`config.mk`:
```
export PLATFORM = sky130hd
export DESIGN_NAME = charmap_dma
export DESIGN_NICKNAME = d
export VERILOG_FILES = /design/src/rtl/charmap_dma_pkg.sv /design/src/rtl/charmap_dma.sv
export SDC_FILE = /design/constraint.sdc
export NUM_CORES = 1
export LEC_CHECK = 0
export CORE_AREA = 2 2 131 133
export CTS_BUF_LIST = sky130_fd_sc_hd__clkbuf_2
export DETAILED_ROUTE_END_ITERATION = 16
export DIE_AREA = 0 0 133 135
export SYNTH_ARGS = -nofsm -noshare
export SYNTH_HDL_FRONTEND = slang
export SYNTH_SLANG_ARGS = --single-unit
export TNS_END_PERCENT = 5
```
`constraint.sdc`:
```
create_clock -name clk_sys -period 3 [get_ports clk_sys]
set_input_delay 0.6 -clock clk_sys [delete_from_list [all_inputs] [get_ports clk_sys]]
set_output_delay 0.6 -clock clk_sys [all_outputs]
set_load 0.005 [all_outputs]
```
`src/rtl/charmap_dma_pkg.sv`:
```
// Shared definitions for the character-plane DMA: register offsets, CTRL
// bit positions, plane-mask bits and the transfer state encoding.
package charmap_dma_pkg;

  // Register window offsets (cpu_addr[2:0])
  localparam logic [2:0] REG_DST_LO = 3'd0;
  localparam logic [2:0] REG_DST_HI = 3'd1;
  localparam logic [2:0] REG_SRC_LO = 3'd2;
  localparam logic [2:0] REG_SRC_HI = 3'd3;
  localparam logic [2:0] REG_LEN_LO = 3'd4;
  localparam logic [2:0] REG_LEN_HI = 3'd5;
  localparam logic [2:0] REG_FILL   = 3'd6;
  localparam logic [2:0] REG_CTRL   = 3'd7;

  // CTRL bit positions
  localparam int CTRL_START    = 0;
  localparam int CTRL_MODE     = 1;
  localparam int CTRL_MASK_LSB = 2;
  localparam int CTRL_MASK_MSB = 4;
  localparam int CTRL_ABORT    = 7;

  // Plane-mask / ram_we bit assignments
  localparam int PLANE_CH = 0;
  localparam int PLANE_FG = 1;
  localparam int PLANE_BG = 2;

  // Longest transfer: one full 2048-cell plane
  localparam logic [11:0] LEN_MAX = 12'd2048;

  typedef enum logic [2:0] {
    ST_IDLE   = 3'd0,
    ST_FILL   = 3'd1,
    ST_CP_RD  = 3'd2,
    ST_CP_LAT = 3'd3,
    ST_CP_WR  = 3'd4
  } state_t;

  // A copy moves a single plane: the lowest plane selected in the mask.
  function automatic logic [2:0] lowest_plane(input logic [2:0] mask);
    logic [2:0] sel;
    sel = 3'b000;
    if (mask[PLANE_CH])      sel[PLANE_CH] = 1'b1;
    else if (mask[PLANE_FG]) sel[PLANE_FG] = 1'b1;
    else if (mask[PLANE_BG]) sel[PLANE_BG] = 1'b1;
    return sel;
  endfunction

endpackage

```
`src/rtl/charmap_dma.sv`:
```
// Character-plane DMA: CPU register window plus a fill/copy engine that
// borrows the shared RAM port whenever the CPU is not using it.
//
// state     | meaning
// ----------+-----------------------------------------------------------
// ST_IDLE   | no transfer; waiting for START
// ST_FILL   | writing FILL to DST+i on every masked plane
// ST_CP_RD  | presenting SRC+i to the copy plane
// ST_CP_LAT | RAM read latency; ram_q captured at the end of this cycle
// ST_CP_WR  | writing the captured byte to DST+i
module charmap_dma
  import charmap_dma_pkg::*;
#(
  parameter int ADDR_W = 11
) (
  input  logic              clk_sys,
  input  logic              reset,
  input  logic              reg_cs,
  input  logic [2:0]        reg_addr,
  input  logic              cpu_wr_n,
  input  logic [7:0]        cpu_dout,
  input  logic              cpu_ram_req,
  output logic [7:0]        reg_dout,
  output logic [ADDR_W-1:0] ram_addr,
  output logic [2:0]        ram_we,
  output logic [7:0]        ram_wdata,
  input  logic [7:0]        ram_q,
  output logic              dma_own,
  output logic              busy,
  output logic              done_pulse
);

  logic              wr_low_q;
  logic [10:0]       dst_r;
  logic [10:0]       src_r;
  logic [11:0]       len_r;
  logic [7:0]        fill_r;
  logic              mode_r;
  logic [2:0]        mask_r;

  state_t            state;
  logic [11:0]       cnt;
  logic [ADDR_W-1:0] src_p;
  logic [ADDR_W-1:0] dst_p;
  logic [ADDR_W-1:0] addr_q;
  logic [7:0]        wdata_q;
  logic [2:0]        we_q;
  logic              own_q;
  logic [2:0]        plane_q;

  logic              commit;
  logic              start_cmd;
  logic              abort_cmd;
  logic [2:0]        new_mask;
  logic              new_mode;
  logic [11:0]       eff_len;
  logic              last_step;
  logic              to_idle;

  // A strobe held low for several clocks commits only on its first low cycle.
  assign commit    = reg_cs & ~cpu_wr_n & ~wr_low_q;
  assign start_cmd = commit & (reg_addr == REG_CTRL) & cpu_dout[CTRL_START] & ~busy;
  assign abort_cmd = commit & (reg_addr == REG_CTRL) & cpu_dout[CTRL_ABORT] & busy;
  assign new_mask  = cpu_dout[CTRL_MASK_MSB:CTRL_MASK_LSB];
  assign new_mode  = cpu_dout[CTRL_MODE];
  assign eff_len   = (len_r > LEN_MAX) ? LEN_MAX : len_r;

  assign last_step = ((state == ST_FILL) || (state == ST_CP_WR)) && !cpu_ram_req && (cnt == 12'd1);
  assign to_idle   = abort_cmd | last_step;

  // The CPU always wins the shared port; reset also blocks any write in its own cycle.
  assign dma_own   = own_q & ~cpu_ram_req & ~reset;
  assign ram_we    = we_q & {3{~cpu_ram_req & ~reset}};
  assign ram_addr  = addr_q;
  assign ram_wdata = wdata_q;

  // Register file: strobe history and configuration, frozen while a transfer runs.
  always_ff @(posedge clk_sys) begin
    if (reset) begin
      wr_low_q <= 1'b0;
      dst_r    <= '0;
      src_r    <= '0;
      len_r    <= '0;
      fill_r   <= '0;
      mode_r   <= 1'b0;
      mask_r   <= '0;
    end else begin
      wr_low_q <= ~cpu_wr_n;
      if (commit && !busy) begin
        case (reg_addr)
          REG_DST_LO: dst_r[7:0]   <= cpu_dout;
          REG_DST_HI: dst_r[10:8]  <= cpu_dout[2:0];
          REG_SRC_LO: src_r[7:0]   <= cpu_dout;
          REG_SRC_HI: src_r[10:8]  <= cpu_dout[2:0];
          REG_LEN_LO: len_r[7:0]   <= cpu_dout;
          REG_LEN_HI: len_r[11:8]  <= cpu_dout[3:0];
          REG_FILL:   fill_r       <= cpu_dout;
          REG_CTRL: begin
            mode_r <= new_mode;
            mask_r <= new_mask;
          end
          default: ;
        endcase
      end
    end
  end

  // Registered readback of the selected offset.
  always_ff @(posedge clk_sys) begin
    if (reset) begin
      reg_dout <= '0;
    end else begin
      case (reg_addr)
        REG_DST_LO: reg_dout <= dst_r[7:0];
        REG_DST_HI: reg_dout <= {5'b0, dst_r[10:8]};
        REG_SRC_LO: reg_dout <= src_r[7:0];
        REG_SRC_HI: reg_dout <= {5'b0, src_r[10:8]};
        REG_LEN_LO: reg_dout <= len_r[7:0];
        REG_LEN_HI: reg_dout <= {4'b0, len_r[11:8]};
        REG_FILL:   reg_dout <= fill_r;
        REG_CTRL:   reg_dout <= {busy, 2'b00, mask_r, mode_r, 1'b0};
        default:    reg_dout <= '0;
      endcase
    end
  end

  // Transfer engine; addr/data/we for the next cycle are registered on each transition.
  always_ff @(posedge clk_sys) begin
    if (reset) begin
      state      <= ST_IDLE;
      busy       <= 1'b0;
      done_pulse <= 1'b0;
      cnt        <= '0;
      src_p      <= '0;
      dst_p      <= '0;
      addr_q     <= '0;
      wdata_q    <= '0;
      we_q       <= '0;
      own_q      <= 1'b0;
      plane_q    <= '0;
    end else begin
      done_pulse <= 1'b0;
      if (to_idle) begin
        state      <= ST_IDLE;
        busy       <= 1'b0;
        done_pulse <= 1'b1;
        addr_q     <= '0;
        wdata_q    <= '0;
        we_q       <= '0;
        own_q      <= 1'b0;
      end else begin
        case (state)
          ST_IDLE: begin
            if (start_cmd) begin
              if ((eff_len == 12'd0) || (new_mask == 3'b000)) begin
                done_pulse <= 1'b1;
              end else begin
                busy  <= 1'b1;
                cnt   <= eff_len;
                src_p <= ADDR_W'(src_r);
                dst_p <= ADDR_W'(dst_r);
                own_q <= 1'b1;
                if (!new_mode) begin
                  state   <= ST_FILL;
                  addr_q  <= ADDR_W'(dst_r);
                  wdata_q <= fill_r;
                  we_q    <= new_mask;
                end else begin
                  state   <= ST_CP_RD;
                  addr_q  <= ADDR_W'(src_r);
                  we_q    <= '0;
                  plane_q <= lowest_plane(new_mask);
                end
              end
            end
          end
          ST_FILL: begin
            if (!cpu_ram_req) begin
              cnt    <= cnt - 1'b1;
              addr_q <= addr_q + 1'b1;
            end
          end
          ST_CP_RD: begin
            if (!cpu_ram_req) begin
              state <= ST_CP_LAT;
              own_q <= 1'b0;
            end
          end
          ST_CP_LAT: begin
            state   <= ST_CP_WR;
            wdata_q <= ram_q;
            addr_q  <= dst_p;
            we_q    <= plane_q;
            own_q   <= 1'b1;
          end
          ST_CP_WR: begin
            if (!cpu_ram_req) begin
              state  <= ST_CP_RD;
              cnt    <= cnt - 1'b1;
              src_p  <= src_p + 1'b1;
              dst_p  <= dst_p + 1'b1;
              addr_q <= src_p + 1'b1;
              we_q   <= '0;
            end
          end
          default: state <= ST_IDLE;
        endcase
      end
    end
  end

endmodule

```
After elaboration in Yosys (flattened, before gate mapping)
Index checks and enable logic that the tools add are counted.
Widths: inputs -> output; s select.
- add/subtract/negate cells: 4
- multipliers: 0
- div/mod/pow operators: 0
- $lt $le $gt $ge: 1
- equal/unequal tests: 19
- shifts and indexed selects: 0
- multiplexer cells: 47
- bitwise operators: 20
- reductions and logical operators: 36
- operators with widths (cell ; count):
    $mux 11 ; 10
    $pmux 8 s8 ; 1
    $mux 12 ; 4
    $pmux 11 s2 ; 2
    $pmux 11 s4 ; 1
    $add 11x1->11 const B ; 3
    $reduce_and 5->1 ; 5
    $mux 3 ; 8
    $mux 8 ; 3
    $pmux 12 s2 ; 1
    $pmux 8 s2 ; 1
    $reduce_and 2->1 ; 8
    $eq 3x3->1 const B ; 5
    $pmux 3 s5 ; 1
    $ne 2x2->1 const B ; 7
    $eq 12x1->1 const B ; 1
    $eq 3x2->1 const B ; 4
    $gt 12x12->1 const B ; 1
    $logic_not 12->1 ; 1
    $reduce_and 4->1 ; 3
    $sub 12x1->12 const B ; 1
    $mux 1 ; 11
    $and 1x1->1 ; 10
    $logic_not 3->1 ; 3
    15 further kinds ; 32
- bits in registers: 120
- bits in latches: 0
- bits in writable memories: 0
- memory bits (read-only): 0
- bits of input ports: 24
- output and inout port bits: 33
- logic and storage cells: 149
- memories kept: 0

Logic depth before layout (Yosys ltp)
Gate-level depths: netlist of the first run.
- word-level depth: 9
- mapped depth: 9
- depth with buffers taken out: 7

Worst setup path after synthesis of the first run
OpenSTA, ideal clock, no wires.
- path type: input-to-reg
- from: input port cpu_wr_n
- to: register cnt[3]
- setup time: 131 ps
- arrival: 2296 ps
- data required time: 2869 ps
- slack: 574 ps
- cell stages on the path: 7
- buffers on the path: 1
- path through: or4b_4 -> nor3_4 -> o2111ai_1 -> a211o_1 -> buf_2 -> a211oi_1 -> nor3_1
- longest elaborated chain between the ends: 9
- elaborated cells between the ends (all ways): 12
- those cells by class: eq/ne (1); bitwise (10); reduce/logical (1)
- RTL lines (what ; RTL line ; RTL):
    from (decl) ; charmap_dma.sv:20 ; input logic cpu_wr_n,
    $not 1->1 (*) ; charmap_dma.sv:61 ; assign commit = reg_cs & ~cpu_wr_n & ~wr_low_q;
    $and 1x1->1 (*) (2 in series) ; charmap_dma.sv:61 ;
    $and 1x1->1 (*) ; charmap_dma.sv:62, charmap_dma.sv:63 ;
    $and 1x1->1 (2 in series) ; charmap_dma.sv:63 ; assign abort_cmd = commit & (reg_addr == REG_CTRL) & cpu_dout[CTRL_ABORT] & busy;
    $or 1x1->1 ; charmap_dma.sv:69 ; assign to_idle = abort_cmd | last_step;
    $not 1->1 (no line) ; n/a ;
    $reduce_and 5->1 (no line) (*) ; n/a ;
    to (signal assigned) ; charmap_dma.sv:159 ; cnt <= eff_len;
    to (signal assigned) ; charmap_dma.sv:179 ; cnt <= cnt - 1'b1;
    to (signal assigned) ; charmap_dma.sv:199 ; cnt <= cnt - 1'b1;
    to (decl) ; charmap_dma.sv:42 ; logic [11:0] cnt;
Mark *: on every way between the ends. The rest lies on a longest branch, timed or not.
A chain may end at the register's enable or synchronous reset.

Worst setup path in the final report of the first run
- from: input port cpu_ram_req
- to: output port ram_we[1]
- longest elaborated chain between the ends: 3
- RTL lines (what ; RTL line ; RTL):
    from (decl) ; charmap_dma.sv:22 ; input logic cpu_ram_req,
    $not 1->1 ; charmap_dma.sv:73 ; assign ram_we = we_q & {3{~cpu_ram_req & ~reset}};
    $and 1x1->1 ; charmap_dma.sv:73 ;
    $and 3x3->3 ; charmap_dma.sv:73 ;
    to (decl) ; charmap_dma.sv:25 ; output logic [2:0] ram_we,
No other way between the ends.

==> flow_metrics.py, run 1 <==
metrics = {
    "synth": {
        "synth_edf_count": 0,
        "syn_nets": 821,
        "synthCells": 792,
        "syn_area_per_cell_sq_um": 8.21,
        "synth.yosys.seq_area_share_pct": 37.0,
        "synth_area_sq_um": 6500,
        "yosys_most_used_dff": "dfxtp_1",
        "ys_types": 67,
        "ys.warnings.count": 0,
        "ys_seq_elements": 120,
        "async_reset_ff_share_pct": 0,
    },
    "power_and_ir_drop": {
        "leakage_nw": 3.10,
        "seqPwrFrac_pct": 57.5,
        "pwr-share-comb_pct": 7.6,
        "netSwitchingFraction_pct": 28.8,
        "power_switching_w": 0.000812,
        "powerDensity_nw_per_um2": 367,
        "vdd_ir_drop_max_mv": 0.185,
        "p_clk_share_pct": 34.9,
        "p_int_w": 0.00201,
    },
    "global_route": {
        "grt_antenna_before_repair": 1,
        "gr-total-overflow": 0,
        "grt_pass1_vias": 5934,
        "grt_max_degree": 102,
        "grt.total_usage_pct": 22.4,
        "grt_pass1_wl_microns": 31800,
    },
    "finish": {
        "area_delta_synth_final_pct": 18.1,
        "finalNetCount": 880,
        "fillers": 1592,
        "finalInstanceArea_sq_um": 7670,
        "drive_above_1_share_pct": 11.9,
        "layoutNonFillerInstCount": 1085,
    },
    "route": {
        "wl_per_cell_microns": 18.2,
        "vias": 6294,
        "drt-total-wl_microns": 19800,
        "dr.pass1.iters": 5,
        "vias_per_cell": 5.80,
        "ant_nets": 0,
        "drtIter0Drc": 535,
        "drcViolationCount": 0,
    },
    "die": {
        "start_util_pct": 39.6,
        "die_w_microns": 133,
        "rows": 47,
        "die-area_sq_um": 18000,
        "io_pins": 57,
        "core_area_sq_um": 16400,
        "die_y_microns": 135,
    },
    "sta": {
        "setup_tns_ns": 0,
        "clock_skew_ns": 0.0472,
        "report.final.slew_viol_count": 0,
        "fin_crit_sh_pct": 86.3,
        "worst_slew_pin_slew_ns": 1.08,
        "period_needed_ns": 2.59,
        "slew-limit-headroom_pct": 27.9,
        "timing.final.hold_violations": 0,
        "fmax_mhz": 386,
        "setup-violations-final": 0,
        "rsz0062_at_grt": "no",
    },
    "place": {
        "place_area_sq_um": 7450,
        "numPortBuffers": 56,
        "dpl.cell_count": 1052,
        "routabilityCongestion": 0.866,
        "dp_hpwl_microns": 14100,
    },
    "clocking": {
        "cts_hold_buf": 0,
        "ctsResizeCount": 0,
        "clockBufferDepth": 2,
        "postCtsSetupBuffers": 0,
        "clk_pin_slew_ns": 0.20,
        "htree_levels": 4,
        "cts_tree": "yes",
        "cts_made_buffers": 17,
        "clock_latency_ns": 0.71,
        "clock-root-buffer": "clkbuf_2",
        "clkSinkCount": 120,
    },
    "worst_setup_path": {
        "required_ns": 2.40,
        "crit_start": "cpu_ram_req",
        "worstSetupEndpoint": "ram_we[1]",
        "reg2reg_from": "busy$_SDFFE_PP0P_",
        "crit_path_max_fanout": 9,
        "cp-end-kind": "output pin",
        "arrival_ns": 1.99,
        "critPathKind": "input pin to output pin",
        "ff2ff_path_depth": 6,
        "worst_setup_path_start_kind": "input pin",
        "reg2reg_slack_ns": 0.59,
        "rr_endpoint": "cnt[7]$_SDFFE_PP0P_",
    },
    "min_path": {
        "hold_class": "input pin to register",
        "worstHoldStart": "reset",
    },
    "status": {
        "status": "finished clean",
    },
    "flow_run": {
        "drv_cap": 0,
    },
}
sequential cells by signal, indices dropped and copies added (netlist names), 8 cells and up:
register and cells:
cnt 12, len_r 12, dst_p 11, dst_r 11, ram_addr 11, src_p 11
src_r 11, fill_r 8, ram_wdata 8, reg_dout 8
kinds of logic after synthesis:
| logic type | count (synthesis) | synth area share, % |
|---|---|---|
| AO/OA/AOI/OAI | 207 | 20.3 |
| multiplexers | 79 | 12.5 |
| adder cells (fa/ha/maj) | 5 | 0.962 |
| buffers and inverters | 68 | 4.25 |
| AND/OR/NAND/NOR | 296 | 22.7 |
| XOR/XNOR | 17 | 2.29 |
| flip-flops | 120 | 37.0 |
area by class of cell:
type                       count  area (sq um)  share of cell area [%]
multi-input combinational    604          3830                    49.9
antenna                        1          2.50                  0.0326
clock inverter                14           129                    1.68
sequential                   120          2400                    31.3
tap                          220           275                    3.59
inverter                       6          22.5                   0.293
clock buffer                  18          90.1                    1.17
timing repair buffer         102           926                    12.1
worst min path at each step:
stage	endpoint	slack (ns)	cells after the start
2_1_floorplan	cnt[10]$_SDFFE_PP0P_	0.44	2
3_3_place_gp	cnt[10]$_SDFFE_PP0P_	0.46	2
3_5_place_dp	cnt[10]$_SDFFE_PP0P_	0.48	2
4_1_cts	ram_wdata[5]$_SDFFE_PP0P_	0.39	4
5_1_grt	ram_wdata[0]$_SDFFE_PP0P_	0.42	4
6_report	ram_wdata[0]$_SDFFE_PP0P_	0.46	4
placed cells by master (no fill, tap or decap), drive strengths merged, types with 11 or more instances in the layout:
cell and count:
dfxtp 120, nor2 118, a21oi 81, mux2i 71, clkdlybuf4s50 55, o21ai 48
buf 47, nand2 43, nor3 28, clkbuf 18, nand2b 17, nand3 16
and3 12, nor3b 11
metrics by stage:
step                      hold WS (ns)  util (%)  power, W  setup slack, ns
after floorplan                  0.444         -   0.00176            0.574
after global routing             0.417      46.8   0.00293            0.300
after global placement           0.458      45.4   0.00186          -0.0550
after CTS                        0.394      46.8   0.00284            0.393
final                            0.458      46.8   0.00282            0.410
after detailed placement         0.475      45.4   0.00186           -0.104
power by group through the flow:
stage / sequential [W] / combinational [W] / clock [W]
floorplan: 0.00165 / 0.000115 / 0
global placement: 0.00165 / 0.000208 / 0
detailed placement: 0.00165 / 0.000211 / 0
CTS: 0.00162 / 0.000212 / 0.00101
global route: 0.00162 / 0.000229 / 0.00108
finish: 0.00162 / 0.000213 / 0.000984
worst max-delay path: stages:
cell and delay (ns):
clkdlybuf4s50_1 0.42, buf_4 0.18, nor2_1 0.15, and2_1 0.15, clkdlybuf4s50_1 0.49
per-layer routing:
metal / GRT usage, % / part of all wire [%]
met5: 0 / 0
met2: 35.7 / 47
met3: 4.88 / 6.3
met4: 8.00 / 1.8
met1: 30.0 / 45
cell usage after synthesis, types with 6 or more instances:
master | instances | area, sq um
dfxtp_1 | 120 | 2400
nor2_1 | 118 | 443
a21oi_1 | 81 | 405
mux2i_1 | 71 | 711
clkbuf_1 | 50 | 188
o21ai_0 | 47 | 235
nand2_1 | 43 | 161
nor3_1 | 27 | 135
nand2b_1 | 17 | 106
nand3_1 | 16 | 80.1
and3_1 | 12 | 75.1
nor3b_1 | 11 | 82.6
xor2_1 | 10 | 87.6
and2_1 | 9 | 56.3
a22oi_1 | 8 | 60.1
buf_2 | 8 | 40.0
o32ai_1 | 8 | 70.1
a211oi_1 | 7 | 52.6
a31oi_1 | 7 | 43.8
mux2_2 | 7 | 78.8
nor2b_1 | 7 | 43.8
xnor2_1 | 7 | 61.3
inv_1 | 6 | 22.5
o211ai_1 | 6 | 45.0
or3_1 | 6 | 37.5
Note: power is estimated with default switching activity, not from simulation.
==> inputs of run 2 (changes only) <==
Settings changed: ABC_CLOCK_PERIOD_IN_PS set to 3000, GPL_TIMING_DRIVEN set to 0, REMOVE_ABC_BUFFERS set to 1.
==> flow_metrics.py, run 2 (same netlist as run 1, synthesis figures left out) <==
metrics = {
    "route": {
        "dr.pass1.iters": 6,
        "ant_nets": 0,
        "vias_per_cell": 5.76,
        "vias": 6022,
        "wl_per_cell_microns": 18.1,
        "drtIter0Drc": 504,
        "drt-total-wl_microns": 18900,
        "drcViolationCount": 0,
    },
    "worst_setup_path": {
        "required_ns": 3.68,
        "cp-end-kind": "register",
        "worst_setup_path_start_kind": "register",
        "critPathKind": "register to register",
        "crit_path_max_fanout": 27,
        "reg2reg_slack_ns": 0.24,
        "arrival_ns": 3.44,
    },
    "finish": {
        "utilization_pct": 45.6,
        "finalNetCount": 840,
        "final_common_cell": "dfxtp_1",
        "fillers": 1629,
        "drive_above_1_share_pct": 8.50,
        "reg_top3": "cnt: 12 flops, len_r: 12 flops",
        "layout_common_cells": "dfxtp_1, nor2_1, a21oi_1",
        "area_delta_synth_final_pct": 15.0,
    },
    "min_path": {
        "hold_class": "input pin to register",
    },
    "die": {
        "die_y_microns": 135,
        "start_util_pct": 39.6,
        "core_area_sq_um": 16400,
        "rows": 47,
        "io_pins": 57,
        "die-area_sq_um": 18000,
        "die_w_microns": 133,
    },
    "sta": {
        "period_needed_ns": 2.76,
        "layout_setup_ws_ns": 0.244,
        "fmax_mhz": 363,
        "slew-limit-headroom_pct": 13.4,
        "rsz0062_at_grt": "no",
        "setup-violations-final": 0,
        "fin_crit_sh_pct": 91.9,
        "worst_slew_pin_slew_ns": 1.29,
        "timing.final.hold_violations": 0,
        "clock_skew_ns": 0.0302,
        "report.final.slew_viol_count": 0,
    },
    "power_and_ir_drop": {
        "vdd_ir_drop_max_mv": 0.311,
        "leakage_nw": 2.95,
        "powerDensity_nw_per_um2": 408,
    },
    "clocking": {
        "cts_hold_buf": 0,
        "cts_made_buffers": 17,
        "clockBufferDepth": 2,
        "clk_pin_slew_ns": 0.20,
        "clock_latency_ns": 0.74,
        "cts_tree": "yes",
        "clkSinkCount": 120,
        "htree_levels": 4,
        "clock-root-buffer": "clkbuf_2",
    },
    "global_route": {
        "grt_max_degree": 79,
        "grt.total_usage_pct": 21.2,
        "gr-total-overflow": 0,
        "grt_pass1_vias": 5718,
        "grt_pass1_wl_microns": 30300,
        "grt_antenna_before_repair": 1,
    },
    "place": {
        "routabilityCongestion": 0.839,
        "numPortBuffers": 56,
        "preCtsSetupSlack_ns": -1.20,
        "dp_hpwl_microns": 13100,
    },
    "flow_run": {
        "drv_cap": 0,
    },
    "status": {
        "status": "finished clean",
    },
}
## run 2: repair_timing
| item | 4_1_cts | 5_1_grt |
|---|---|---|
| cloned | 0 | 0 |
| setup endpoints to repair | 61 | 38 |
| resized for setup | 10 | 6 |
| setup buffers | 4 | 0 |
| pin swaps | 1 | 0 |
## run 2: worst max-delay path, stage by stage, from the launching register on
cell and delay (ns):
dfxtp_4 0.56, inv_1 0.31, and2_1 0.37, a32o_1 0.45, a211o_4 0.50, or3_1 0.36
a31oi_1 0.17
## run 2: final cells by class
class / instances / area (sq um) / area share [%]
diodes: 1 / 2.50 / 0.0335
clock buffers: 18 / 90.1 / 1.21
clock inverters: 14 / 199 / 2.66
inverters: 6 / 22.5 / 0.301
multi-input cells: 604 / 3850 / 51.5
flip-flops and latches: 120 / 2410 / 32.2
well taps: 220 / 275 / 3.68
repair buffers: 62 / 631 / 8.44
## run 2: final timing paths
path	from	to	depth (start not counted)
setup / recovery	state[1]$_SDFFE_PP0P_	dst_p[0]$_SDFFE_PP0P_	6
hold / removal	reset	cnt[8]$_SDFFE_PP0P_	2
setup reg to reg	state[1]$_SDFFE_PP0P_	dst_p[0]$_SDFFE_PP0P_	6
hold reg to reg	cnt[10]$_SDFFE_PP0P_	cnt[10]$_SDFFE_PP0P_	2
## run 2: per-stage QoR
stage          cell area [sq um]  std cells  TNS, ns  hold WS (ns)  power (W)
3_5_place_dp                7120       1008   -62.98         0.475    0.00185
6_report                    7470       1045        0         0.228    0.00305
5_1_grt                     7470       1045        0         0.221    0.00315
3_3_place_gp                7080       1006  -159.36         0.462    0.00184
4_1_cts                     7470       1044        0         0.201    0.00307
2_1_floorplan               6250        730        0         0.437    0.00172
## run 2: report_power, final
group          total [W]  internal [W]  switching (W)  leakage [nW]
clock network    0.00124      0.000557       0.000679         0.158
logic           0.000195     0.0000775       0.000117          1.82
registers        0.00162       0.00161      0.0000114         0.969
total            0.00305       0.00224       0.000807          2.95
## run 2: routing by layer
metal	global-route usage (%)	routed length, microns	vias up
met1	27.8	8590	2926
met2	34.4	8840	157
met4	7.29	415	0
met5	0	0	-
met3	4.99	1080	34
li1	-	-	2905
